**config.mk**
```make
export PLATFORM = sky130hd
export DESIGN_NAME = dl11_console
export DESIGN_NICKNAME = d
export VERILOG_FILES = /design/src/rtl/dl11_pkg.sv /design/src/rtl/uart_hs_seq.sv /design/src/rtl/dl11_console.sv
export SDC_FILE = /design/constraint.sdc
export NUM_CORES = 1
export LEC_CHECK = 0
export CAP_MARGIN = 5
export CORE_MARGIN = 8
export CORE_UTILIZATION = 45
export DETAILED_ROUTE_END_ITERATION = 10
export GPL_TIMING_DRIVEN = 0
export PLACE_DENSITY = 0.85
export SLEW_MARGIN = 20
export SYNTH_ARGS = -nofsm -noshare
export SYNTH_HDL_FRONTEND = slang
export SYNTH_HIERARCHICAL = 1
export SYNTH_SLANG_ARGS = --single-unit
export TNS_END_PERCENT = 50
```
**constraint.sdc**
```tcl
create_clock -name clk -period 3.8 [get_ports clk]
set_input_delay 0.76 -clock clk [delete_from_list [all_inputs] [get_ports clk]]
set_output_delay 0.76 -clock clk [all_outputs]
set_load 0.03 [all_outputs]
```
**src/rtl/dl11_pkg.sv**
```systemverilog
// Shared definitions for the DL11 console register block.
// Register offsets (relative to RCSR), register bit positions, FSM state encodings.
// No logic; imported by dl11_console and uart_hs_seq.
package dl11_pkg;

  // Register offsets from the RCSR address.
  localparam logic [12:0] OFF_RCSR = 13'd0;
  localparam logic [12:0] OFF_RBUF = 13'd2;
  localparam logic [12:0] OFF_XCSR = 13'd4;
  localparam logic [12:0] OFF_XBUF = 13'd6;

  // Bit positions inside the CSRs and RBUF.
  localparam int BIT_DONE = 7;
  localparam int BIT_IE   = 6;
  localparam int BIT_OVR  = 14;
  localparam int BIT_ERR  = 15;

  typedef enum logic [1:0] {
    R_IDLE = 2'd0,
    R_REQ  = 2'd1,
    R_REL  = 2'd2
  } rx_state_t;

  typedef enum logic [1:0] {
    T_IDLE = 2'd0,
    T_REQ  = 2'd1,
    T_REL  = 2'd2,
    T_BUSY = 2'd3
  } tx_state_t;

  // Generic 4-phase sequencer states.
  typedef enum logic [1:0] {
    HS_IDLE = 2'd0,
    HS_REQ  = 2'd1,
    HS_REL  = 2'd2
  } hs_state_t;

endpackage

```
**src/rtl/uart_hs_seq.sv**
```systemverilog
// Generic 4-phase req/ack sequencer: start -> req high -> ack high -> req low -> ack low.
// Latency: req rises the cycle after start; done_pulse is combinational on the final ack drop.
// Backpressure: waits indefinitely on ack in both phases; start is ignored unless idle.
// Ports: clk, reset (async, active-high), start, ack in; req, done_pulse out.
module uart_hs_seq
  import dl11_pkg::*;
(
  input  logic clk,
  input  logic reset,
  input  logic start,
  input  logic ack,
  output logic req,
  output logic done_pulse
);

  hs_state_t state, state_nxt;

  always_ff @(posedge clk or posedge reset) begin
    if (reset) state <= HS_IDLE;
    else       state <= state_nxt;
  end

  always_comb begin
    state_nxt = state;
    case (state)
      HS_IDLE: if (start) state_nxt = HS_REQ;
      HS_REQ:  if (ack)   state_nxt = HS_REL;
      HS_REL:  if (!ack)  state_nxt = HS_IDLE;
      default:            state_nxt = HS_IDLE;
    endcase
  end

  // req decodes straight from the state register so an async reset drops it at once.
  always_comb begin
    req        = (state == HS_REQ);
    done_pulse = (state == HS_REL) && !ack;
  end

endmodule

```
**src/rtl/dl11_console.sv**
```systemverilog
// DL11 console registers (RCSR/RBUF/XCSR/XBUF) bridging the I/O-page bus to a UART.
// Latency: bus access single cycle, reads combinational; XBUF write -> ld_tx_req 1 cycle; rx_empty low -> RDONE 2 cycles.
// Backpressure: XBUF writes while XREADY=0 are dropped; UART handshakes stall on ack; rx overrun sets OVR.
// Ports: bus_* CPU register access, *_int_req/_ack/int_vector interrupts, ld_tx_*/tx_* and uld_rx_*/rx_* UART side.
module dl11_console
  import dl11_pkg::*;
#(
  parameter logic [12:0] BASE_ADDR = 13'o17560,
  parameter logic [7:0]  RX_VECTOR = 8'o060,
  parameter logic [7:0]  TX_VECTOR = 8'o064
) (
  input  logic        clk,
  input  logic        reset,
  input  logic        bus_init,
  input  logic [12:0] bus_addr,
  input  logic        bus_rd,
  input  logic        bus_wr,
  input  logic        bus_byte,
  input  logic [15:0] bus_data_in,
  output logic [15:0] bus_data_out,
  output logic        bus_ack,
  output logic        rx_int_req,
  output logic        tx_int_req,
  input  logic        rx_int_ack,
  input  logic        tx_int_ack,
  output logic [7:0]  int_vector,
  output logic        ld_tx_req,
  input  logic        ld_tx_ack,
  output logic [7:0]  tx_data,
  output logic        tx_enable,
  input  logic        tx_empty,
  output logic        uld_rx_req,
  input  logic        uld_rx_ack,
  input  logic [7:0]  rx_data,
  output logic        rx_enable,
  input  logic        rx_empty
);

  localparam logic [12:0] A_RCSR = BASE_ADDR + OFF_RCSR;
  localparam logic [12:0] A_RBUF = BASE_ADDR + OFF_RBUF;
  localparam logic [12:0] A_XCSR = BASE_ADDR + OFF_XCSR;
  localparam logic [12:0] A_XBUF = BASE_ADDR + OFF_XBUF;

  // ---------------- address decode ----------------
  logic sel_rcsr, sel_rbuf, sel_xcsr, sel_xbuf, sel_any;
  logic wr_lo, rcsr_wr, xcsr_wr, xbuf_wr, rbuf_rd;

  assign sel_rcsr = (bus_addr[12:1] == A_RCSR[12:1]);
  assign sel_rbuf = (bus_addr[12:1] == A_RBUF[12:1]);
  assign sel_xcsr = (bus_addr[12:1] == A_XCSR[12:1]);
  assign sel_xbuf = (bus_addr[12:1] == A_XBUF[12:1]);
  assign sel_any  = sel_rcsr | sel_rbuf | sel_xcsr | sel_xbuf;
  assign bus_ack  = sel_any & (bus_rd | bus_wr);

  // Every implemented bit lives in the low byte, so an odd-address byte write changes nothing.
  assign wr_lo   = bus_wr & ~(bus_byte & bus_addr[0]);
  assign rcsr_wr = wr_lo & sel_rcsr;
  assign xcsr_wr = wr_lo & sel_xcsr;
  assign xbuf_wr = wr_lo & sel_xbuf;
  assign rbuf_rd = bus_rd & sel_rbuf;

  assign tx_enable = 1'b1;
  assign rx_enable = 1'b1;

  // ---------------- register state ----------------
  logic       rdone, rie, ovr, xready, xie;
  logic [7:0] rbuf;

  // ---------------- RX FSM ----------------
  rx_state_t rx_state, rx_state_nxt;
  logic      rx_start, rx_done, rx_latch, rx_take, rx_discard;

  uart_hs_seq u_rx_hs (
    .clk        (clk),
    .reset      (reset),
    .start      (rx_start),
    .ack        (uld_rx_ack),
    .req        (uld_rx_req),
    .done_pulse (rx_done)
  );

  always_ff @(posedge clk or posedge reset) begin
    if (reset) rx_state <= R_IDLE;
    else       rx_state <= rx_state_nxt;
  end

  always_comb begin
    rx_state_nxt = rx_state;
    case (rx_state)
      R_IDLE:  if (!rx_empty)  rx_state_nxt = R_REQ;
      R_REQ:   if (uld_rx_ack) rx_state_nxt = R_REL;
      R_REL:   if (rx_done)    rx_state_nxt = R_IDLE;
      default:                 rx_state_nxt = R_IDLE;
    endcase
  end

  always_comb begin
    rx_start = (rx_state == R_IDLE) && !rx_empty;
    rx_latch = (rx_state == R_REQ) && uld_rx_ack;
    // A handshake straddling bus_init finishes on the wire but its byte is thrown away.
    rx_take  = rx_latch && !bus_init && !rx_discard;
  end

  always_ff @(posedge clk or posedge reset) begin
    if (reset)                              rx_discard <= 1'b0;
    else if (rx_state_nxt == R_IDLE)        rx_discard <= 1'b0;
    else if (bus_init && rx_state != R_IDLE) rx_discard <= 1'b1;
  end

  // Receive status; a latch in the same cycle as an RBUF read wins over the read-clear.
  always_ff @(posedge clk or posedge reset) begin
    if (reset) begin
      rdone <= 1'b0;
      ovr   <= 1'b0;
      rbuf  <= 8'h00;
    end else if (bus_init) begin
      rdone <= 1'b0;
      ovr   <= 1'b0;
    end else if (rx_take) begin
      rbuf  <= rx_data;
      rdone <= 1'b1;
      if (!rbuf_rd) ovr <= ovr | rdone;
    end else if (rbuf_rd) begin
      rdone <= 1'b0;
      ovr   <= 1'b0;
    end
  end

  // ---------------- TX FSM ----------------
  tx_state_t tx_state, tx_state_nxt;
  logic      tx_accept, tx_done, tx_discard;

  uart_hs_seq u_tx_hs (
    .clk        (clk),
    .reset      (reset),
    .start      (tx_accept),
    .ack        (ld_tx_ack),
    .req        (ld_tx_req),
    .done_pulse (tx_done)
  );

  always_ff @(posedge clk or posedge reset) begin
    if (reset) tx_state <= T_IDLE;
    else       tx_state <= tx_state_nxt;
  end

  always_comb begin
    tx_state_nxt = tx_state;
    case (tx_state)
      T_IDLE: if (tx_accept) tx_state_nxt = T_REQ;
      T_REQ:  if (ld_tx_ack) tx_state_nxt = T_REL;
      // A handshake cut across by bus_init skips the busy wait: XREADY is already back.
      T_REL:  if (tx_done)   tx_state_nxt = (tx_discard || bus_init) ? T_IDLE : T_BUSY;
      T_BUSY: if (tx_empty || bus_init) tx_state_nxt = T_IDLE;
      default:               tx_state_nxt = T_IDLE;
    endcase
  end

  always_comb begin
    tx_accept = xbuf_wr && xready && (tx_state == T_IDLE);
  end

  always_ff @(posedge clk or posedge reset) begin
    if (reset)                        tx_discard <= 1'b0;
    else if (tx_state_nxt == T_IDLE)  tx_discard <= 1'b0;
    else if (bus_init && (tx_state == T_REQ || tx_state == T_REL)) tx_discard <= 1'b1;
  end

  always_ff @(posedge clk or posedge reset) begin
    if (reset) begin
      xready  <= 1'b1;
      tx_data <= 8'h00;
    end else begin
      if (tx_accept) tx_data <= bus_data_in[7:0];
      if (bus_init)                                xready <= 1'b1;
      else if (tx_accept)                          xready <= 1'b0;
      else if (tx_state == T_BUSY && tx_empty)     xready <= 1'b1;
    end
  end

  // ---------------- control bits ----------------
  always_ff @(posedge clk or posedge reset) begin
    if (reset) begin
      rie <= 1'b0;
      xie <= 1'b0;
    end else if (bus_init) begin
      rie <= 1'b0;
      xie <= 1'b0;
    end else begin
      if (rcsr_wr) rie <= bus_data_in[BIT_IE];
      if (xcsr_wr) xie <= bus_data_in[BIT_IE];
    end
  end

  // ---------------- interrupts ----------------
  // Requests fire on the rising edge of (DONE & IE), so enabling IE with DONE set also fires.
  logic rx_lvl, rx_lvl_q, tx_lvl, tx_lvl_q;
  assign rx_lvl = rdone & rie;
  assign tx_lvl = xready & xie;

  always_ff @(posedge clk or posedge reset) begin
    if (reset) begin
      rx_lvl_q   <= 1'b0;
      tx_lvl_q   <= 1'b0;
      rx_int_req <= 1'b0;
      tx_int_req <= 1'b0;
    end else begin
      rx_lvl_q <= rx_lvl;
      tx_lvl_q <= tx_lvl;

      if (bus_init || (rcsr_wr && !bus_data_in[BIT_IE])) rx_int_req <= 1'b0;
      else if (rx_lvl && !rx_lvl_q)                      rx_int_req <= 1'b1;
      else if (rx_int_ack)                               rx_int_req <= 1'b0;

      if (bus_init || (xcsr_wr && !bus_data_in[BIT_IE])) tx_int_req <= 1'b0;
      else if (tx_lvl && !tx_lvl_q)                      tx_int_req <= 1'b1;
      else if (tx_int_ack)                               tx_int_req <= 1'b0;
    end
  end

  assign int_vector = rx_int_req ? RX_VECTOR : TX_VECTOR;

  // ---------------- read mux ----------------
  logic [15:0] rd_word;
  always_comb begin
    rd_word = 16'h0000;
    if (sel_rcsr) begin
      rd_word[BIT_DONE] = rdone;
      rd_word[BIT_IE]   = rie;
    end else if (sel_rbuf) begin
      rd_word[BIT_ERR] = ovr;
      rd_word[BIT_OVR] = ovr;
      rd_word[7:0]     = rbuf;
    end else if (sel_xcsr) begin
      rd_word[BIT_DONE] = xready;
      rd_word[BIT_IE]   = xie;
    end
  end

  assign bus_data_out = bus_rd ? rd_word : 16'h0000;

  logic unused_data_bits;
  assign unused_data_bits = ^{bus_data_in[15:8], bus_data_in[5:0]};

endmodule
```
Word level (Yosys, flattened, before mapping)
Index checks and enable logic that the tools add are counted.

cells by class
  add/subtract/negate cells = 0
  multipliers = 0
  divide/modulo/power cells = 0
  magnitude comparators = 0
  eq/ne operators = 20
  shift-type cells = 0
  mux-type cells = 50
  bitwise logic cells = 16
  reduce and logical (&&, ||, !) cells = 47

operator list
  kind                                                             number
  12-bit == test, second input constant                            4
  2-bit two-way mux                                                19
  1-bit two-way mux                                                23
  2-bit case mux with 3 select lines                               3
  16-bit two-way mux                                               1
  1-bit logical AND                                                15
  2-bit zero test                                                  6
  6-bit two-way mux                                                2
  3-bit nonzero test                                               4
  2-bit == test, second input constant                             5
  2-bit nonzero test                                               5
  1-bit AND                                                        9
  2-bit by 1-bit == test with 1-bit output, second input constant  4
  1-bit zero test                                                  8
  2-bit != test, second input constant                             4
  2-bit case mux with 4 select lines                               1
  3-bit AND reduction                                              2
  1-bit logical OR                                                 5
  1-bit bitwise OR                                                 5
  2-bit by 1-bit != test with 1-bit output, second input constant  2
  2-bit AND reduction                                              2
  3-bit two-way mux                                                1
  3-bit != test, second input constant                             1
  1-bit inverter                                                   2

word-level totals
  bits in registers = 35
  latch bits = 0
  memory bits (writable) = 0
  ROM bits = 0
  input port bits = 49
  logic and storage cells = 150
  memories kept = 0

Logic depth before layout (Yosys ltp)
Gate-level depths: netlist (run 1).

  depth in word-level cells = 10
  gate-level depth with buffers = 7
  gate-level depth less buffers = 7

Hierarchy
The synthesis (run 1) kept the hierarchy.

modules (own cells, without submodules)
  module        instances  cells an instance  area an instance (sq um)  seq. area each (sq um)
  dl11_console  1          170                1813.0                    777.0
  uart_hs_seq   2          9                  102.6                     50.0

Worst setup path after synthesis (run 1)
Ideal clock, no wire load.

  path type = input to output
  start point = input port bus_addr[7]
  end point = output port bus_data_out[6]
  arrival = 2.203 ns
  setup slack = 0.837 ns
  stages on the path = 4
  path through = nand4b_4 > or3_1 > clkbuf_2 > nor3b_1

between the ends
  longest elaborated chain between the ends = 5
  elaborated cells between the ends (all ways) = 7
  those cells by class = eq/ne (3); mux (4)

RTL lines
  item                    RTL line             text
  from (decl)             dl11_console.sv:15   input logic [12:0] bus_addr,
  12-bit == test          dl11_console.sv:50   assign sel_xcsr = (bus_addr[12:1] == A_XCSR[12:1]);
  2-bit two-way mux       dl11_console.sv:234  end else if (sel_xcsr) begin
  2-bit two-way mux       dl11_console.sv:230  end else if (sel_rbuf) begin
  2-bit two-way mux (*)   dl11_console.sv:227  if (sel_rcsr) begin
  16-bit two-way mux (*)  dl11_console.sv:240  assign bus_data_out = bus_rd ? rd_word : 16'h0000;
  to (decl)               dl11_console.sv:20   output logic [15:0] bus_data_out,

Every way passes the cells marked *; elsewhere a longest branch is shown, timed or not.

Final worst setup path (run 1)
  start point = input port bus_addr[2]
  end point = output port bus_data_out[14]

between the ends
  longest elaborated chain between the ends = 4
  elaborated cells between the ends (all ways) = 5
  those cells by class = eq/ne (2); mux (3)

RTL lines
  item                    RTL line             text
  12-bit == test          dl11_console.sv:49   assign sel_rbuf = (bus_addr[12:1] == A_RBUF[12:1]);
  2-bit two-way mux       dl11_console.sv:230
  2-bit two-way mux (*)   dl11_console.sv:227
  16-bit two-way mux (*)  dl11_console.sv:240

Marked as above.

==> flow_metrics.py, run 1 <==
metrics = {
    "run_status": {
        "outcome": "finished, final reports clean",
    },
    "clock_network": {
        "cts_sinks": 35,
        "htreeDepth": 2,
        "clk_latency_ps": 280,
        "cts_max_path_buffers": 2,
        "hold_buffers": 0,
        "root_buffer": "clkbuf_8",
        "cts_inserted_buffers": 5,
        "cts_tree": "built",
        "clk_pin_slew_ps": 70,
    },
    "sta": {
        "finalHoldViolCount": 0,
        "rsz0062_at_grt": "no",
        "setup_violations": 0,
        "slew_headroom_pct": 56.9,
        "worst_pin_slew_ps": 646,
        "slew_violations": 0,
        "fin_crit_ps": 3670,
        "max_freq_mhz": 272,
        "hold_slack_ps": 504,
        "finalCritPeriodShare_pct": 96.6,
        "skew_ps": 3.65,
    },
    "routing": {
        "first_pass_iters": 3,
        "wl_per_cell_um": 14.1,
        "viasPerCell": 4.78,
        "totalWireLength_um": 4590,
        "vias": 1558,
        "drcViolationCount": 0,
        "antenna_left": 0,
        "detail_route.iter0.violations": 32,
    },
    "global_routing": {
        "grt_pass1_vias": 1726,
        "antenna_found_initial": 0,
        "grt_usage_pct": 13.8,
        "grt_first_pass_wirelength_um": 8070,
        "overflow": 0,
        "grt_max_degree": 32,
    },
    "floorplan": {
        "die_area_mm2": 0.00688,
        "die_h_um": 83.0,
        "num_rows": 24,
        "dieWidth_um": 83.0,
        "pin_count": 88,
        "start_util_pct": 46.7,
        "coreArea_mm2": 0.00432,
    },
    "synthesis": {
        "synth.distinct_cells": 52,
        "yosys.area.top_type": "dfrtp_1",
        "synthTopCellsByArea": "dfrtp_1 (42%), buf_4 (6.0%), mux2_4 (5.2%)",
        "avgSynthCellArea_um2": 10.7,
        "syn_inst": 188,
        "synth.top_cell.area_share_pct": 42.2,
        "ys_warn_count": 6,
        "seq_area_frac_synth_pct": 43.5,
        "synthesis.area_mm2": 0.00202,
        "synth-seq-cells": 35,
    },
    "worst_hold_path": {
        "hold_class": "reg -> reg",
    },
    "layout": {
        "antenna_cells": 0,
        "synthToLayoutAreaGrowth_pct": 42.8,
        "final_area_mm2": 0.00288,
        "nets": 327,
        "post_route_cells_drive_above_1_share_pct": 21.9,
    },
    "worst_setup_path": {
        "critPathMostFrequentCell": "clkdlybuf4s50_1",
        "critPathMaxStageDelay_ps": 670,
        "cp-end-kind": "output port",
        "startpoint_type": "input pin",
        "worstPathRequired_ps": 3040,
        "worst_ep_arrival_time_ps": 2910,
        "crit_chain": "clkdlybuf4s50_1 > buf_2 > nand3b_1 > nor4_4 > buf_4 > and2_1 > clkdlybuf4s50_1",
        "cp_max_fo": 10,
        "slowest_stage": "clkdlybuf4s50_1",
        "critical_path_class": "in -> out",
    },
    "power": {
        "leakage_nw": 1.37,
        "pwr_density_cell_mw_per_mm2": 393,
        "irDropWorstVdd_mv": 0.204,
    },
    "place": {
        "dpl-instance-area_mm2": 0.00277,
        "place_congestion": 0.792,
        "port_buffers": 64,
        "dp_hpwl_um": 3670,
    },
    "run": {
        "max-cap-violations": 0,
    },
}
## per-layer routing
metal	track usage, %	vias up	routed length, um	share of wire, %
li1	-	785	-	-
met1	16.6	712	2070	45
met2	21.0	59	2010	44
met3	7.23	2	491	11
met4	3.83	0	19	0.41
met5	0	-	0	0
## synth_stat cells (all sizes together)
| master | count |
|---|---|
| a31oi | 2 |
| or3 | 1 |
| and4bb | 1 |
| nand2 | 8 |
| and3 | 1 |
| a21boi | 1 |
| mux2i | 2 |
| nor2b | 6 |
| nand4 | 2 |
| clkbuf | 3 |
| and2b | 2 |
| o21bai | 1 |
| nor3 | 4 |
| a21oi | 10 |
| nand4b | 2 |
| ha | 5 |
| and4b | 1 |
| o31ai | 1 |
| nor3b | 2 |
| dfstp | 1 |
| nand3b | 2 |
| and4 | 1 |
| o2bb2ai | 1 |
| conb | 2 |
| inv | 12 |
| o22ai | 1 |
| dfrtp | 34 |
| nand3 | 2 |
| a2bb2oi | 1 |
| and2 | 10 |
| buf | 18 |
| o21a | 2 |
| mux2 | 16 |
| o21ai | 4 |
| a221o | 1 |
| a211o | 1 |
| a211oi | 5 |
| a221oi | 1 |
| nor4 | 1 |
| nand2b | 2 |
| nor2 | 15 |
## worst paths after layout
kind	to	cells after the start	slack (ps)	start
max	bus_data_out[14]	7	130	bus_addr[2]
min	rbuf[1]	1	500	rbuf[1]
max reg2reg	tx_discard	6	2070	tx_state[0]
min reg2reg	rbuf[1]	1	500	rbuf[1]
max in group asynchronous	xie	2	2430	reset
min in group asynchronous	u_tx_hs/state[0]	2	720	reset
## critical path: cells and delay by family
family | cells | cell delay, ps
buf+inv | 4 | 1450
simple gates | 3 | 700
## cells in the final DEF (no fill, tap or decap), types with 3 or more instances in the layout
master / n
a21oi_1: 10
and2_1: 10
inv_1: 11
nand2_1: 8
buf_4: 17
nor2_1: 14
clkdlybuf4s50_1: 63
mux2_2: 9
o21ai_0: 4
nor3_1: 3
ha_1: 5
a211oi_1: 5
mux2_4: 7
clkbuf_8: 6
conb_1: 15
dfrtp_1: 34
## through the flow
stage          total power [mW]  std cells  util, %  setup slack, ps  TNS, ps
3_5_place_dp              0.866        317     64.1            -42.7    -42.7
2_1_floorplan             0.756        201        -              837        0
6_report                   1.13        326     66.7              129        0
3_3_place_gp              0.846        317     64.1            -19.1    -19.1
4_1_cts                    1.15        325     66.4              108        0
5_1_grt                    1.21        326     66.7             16.0        0
## flip-flops by register name, summed over array words and instances, names as in the netlist, 2 cells and up
register and count:
rbuf 8, tx_data 8, rx_state 2, tx_state 2
u_rx_hs/state 2, u_tx_hs/state 2
## kinds of logic after synthesis
kind of cell / Yosys count / share of synthesized area, %
adders and majority gates: 5 / 3.10
AOI/OAI and AO/OA: 32 / 11.1
other: 2 / 0.372
muxes: 18 / 11.2
buffers and inverters: 33 / 9.67
and+or+nand+nor: 63 / 21.1
DFF: 35 / 43.5
## timing repair
item	CTS	global route
endpoints found under the setup margin	1	1
pin swaps	0	1
hold endpoints to repair	0	0
gates resized for setup	1	1
setup buffers	0	1
## power by group
group          total [mW]  internal (mW)  switching [mW]  leakage (nW)
Combinational       0.353          0.184           0.169         0.861
Clock               0.274          0.146           0.128        0.0482
Sequential          0.506          0.452          0.0534         0.461
## layout make-up
type / instances / area, um2
Fill cell: 358 / 1440
Multi-Input combinational cell: 133 / 1000
Sequential cell: 35 / 877
Timing Repair Buffer: 65 / 651
Buffer: 21 / 150
Clock buffer: 7 / 86.3
Tap cell: 52 / 65.1
Inverter: 12 / 45.0
Clock inverter: 1 / 5.00
(Power assumes the default switching activity.)
==> run 2, diff against run 1 <==
Settings changed: GPL_TIMING_DRIVEN 0 to 1, SETUP_SLACK_MARGIN from default to 0.1.
==> flow_metrics.py, run 2 (synthesized netlist as in run 1, its figures left out) <==
metrics = {
    "run_status": {
        "outcome": "finished, final reports clean",
    },
    "worst_setup_path": {
        "cp-end-kind": "output port",
        "worst_ep_arrival_time_ps": 2860,
        "critPathCapture": "bus_data_out[7]",
        "r2r_slack_ps": 1990,
        "rr_startpoint": "tx_state[1]",
        "critical_path_class": "in -> out",
        "startpoint_type": "input pin",
        "cp_max_fo": 7,
        "regToRegEndpoint": "tx_data[1]",
        "reg2regPathDepth": 5,
        "worstPathRequired_ps": 3040,
        "crit_start": "bus_addr[11]",
    },
    "clock_network": {
        "hold_buffers": 0,
        "post-cts-setup-buffers": 0,
        "clk_pin_slew_ps": 70,
        "htreeDepth": 2,
        "root_buffer": "clkbuf_8",
        "cts_inserted_buffers": 5,
        "cts_max_path_buffers": 2,
        "clk_latency_ps": 280,
        "cts_resized": 0,
        "cts_sinks": 35,
        "cts_tree": "built",
    },
    "routing": {
        "first_pass_iters": 4,
        "totalWireLength_um": 4320,
        "antenna_left": 0,
        "vias": 1553,
        "viasPerCell": 5.06,
        "wl_per_cell_um": 14.1,
        "detail_route.iter0.violations": 36,
        "drcViolationCount": 0,
    },
    "global_routing": {
        "grt_first_pass_wirelength_um": 7400,
        "grt_max_degree": 25,
        "grt_pass1_vias": 1625,
        "antenna_found_initial": 0,
        "overflow": 0,
        "grt_usage_pct": 12.9,
    },
    "floorplan": {
        "die_area_mm2": 0.00688,
        "die_h_um": 83.0,
        "coreArea_mm2": 0.00432,
        "pin_count": 88,
        "dieWidth_um": 83.0,
        "start_util_pct": 46.7,
        "num_rows": 24,
    },
    "sta": {
        "fin_crit_ps": 3620,
        "finalCritPeriodShare_pct": 95.4,
        "setup_violations": 0,
        "slew_violations": 0,
        "skew_ps": 3.39,
        "max_freq_mhz": 276,
        "fin_setup_tns_ps": 0,
        "rsz0062_at_grt": "yes",
        "hold_slack_ps": 498,
        "finalHoldViolCount": 0,
    },
    "place": {
        "place_congestion": 0.815,
        "port_buffers": 64,
        "placedCellCount": 299,
        "dp_hpwl_um": 3470,
    },
    "layout": {
        "post_route_cells_drive_above_1_share_pct": 19.2,
        "fillers": 358,
        "synthToLayoutAreaGrowth_pct": 34.7,
        "utilization_pct": 62.9,
        "top_regs": "rbuf: 8 flops, tx_data: 8 flops",
        "final_cell_mix": "clkdlybuf4s50_1 (55), dfrtp_1 (34), conb_1 (15)",
        "ff_latch_area_um2": 877,
        "antenna_cells": 0,
        "fin_cells": 307,
        "multi_input_area_um2": 995,
        "nets": 308,
        "mostFrequentLayoutCell": "clkdlybuf4s50_1",
    },
    "power": {
        "leakage_nw": 1.29,
        "pwr_density_cell_mw_per_mm2": 408,
        "irDropWorstVdd_mv": 0.254,
        "finalPower_mw": 1.11,
    },
    "worst_hold_path": {
        "hold_path_depth": 1,
        "hold_class": "reg -> reg",
    },
    "run": {
        "max-cap-violations": 0,
    },
}
[run 2: cell types whose count changed in the layout (fill, tap and decap cells not counted), sizes merged]
cell	delta
buf	-8
clkbuf	-3
clkdlybuf4s50	-8
[run 2: how the worst min path moves through the flow]
stage                                start               end  slack (ps)
after floorplan                    rbuf[0]           rbuf[0]         470
after global placement             rbuf[4]           rbuf[4]         480
after detailed placement           rbuf[4]           rbuf[4]         490
after CTS                 u_rx_hs/state[1]  u_rx_hs/state[0]         500
after global routing               rbuf[4]           rbuf[4]         520
final                              rbuf[5]           rbuf[5]         500
[run 2: metrics by stage]
step | setup slack (ps) | cell area, um2
after floorplan | 837 | 2070
after global placement | 164 | 2630
after detailed placement | 161 | 2630
after CTS | 148 | 2720
after global routing | 97.1 | 2720
final | 176 | 2720
[run 2: per-layer routing]
metal	wire, um	GRT usage [%]	up-vias
li1	-	-	751
met1	1930	15.5	739
met2	1880	18.7	63
met3	508	7.81	0
met4	0	3.67	0
met5	0	0	-
[run 2: where the power goes]
group | internal (mW) | total [mW] | leakage [nW] | switching [mW]
logic | 0.170 | 0.324 | 0.777 | 0.153
registers | 0.453 | 0.513 | 0.461 | 0.0600
clock network | 0.146 | 0.274 | 0.0482 | 0.128
[run 2: critical path: stages]
cell and delay [ps]:
clkdlybuf4s50_1 480, nand4_2 170, or3_1 520, nor3b_1 220, clkdlybuf4s50_1 710
[run 2: final cells by class]
| type | instances | area share (%) |
|---|---|---|
| multi-input combinational | 133 | 36.6 |
| sequential | 35 | 32.3 |
| timing repair buffer | 67 | 23.7 |
| clock buffer | 7 | 3.18 |
| tap | 52 | 2.39 |
| inverter | 12 | 1.66 |
| clock inverter | 1 | 0.184 |
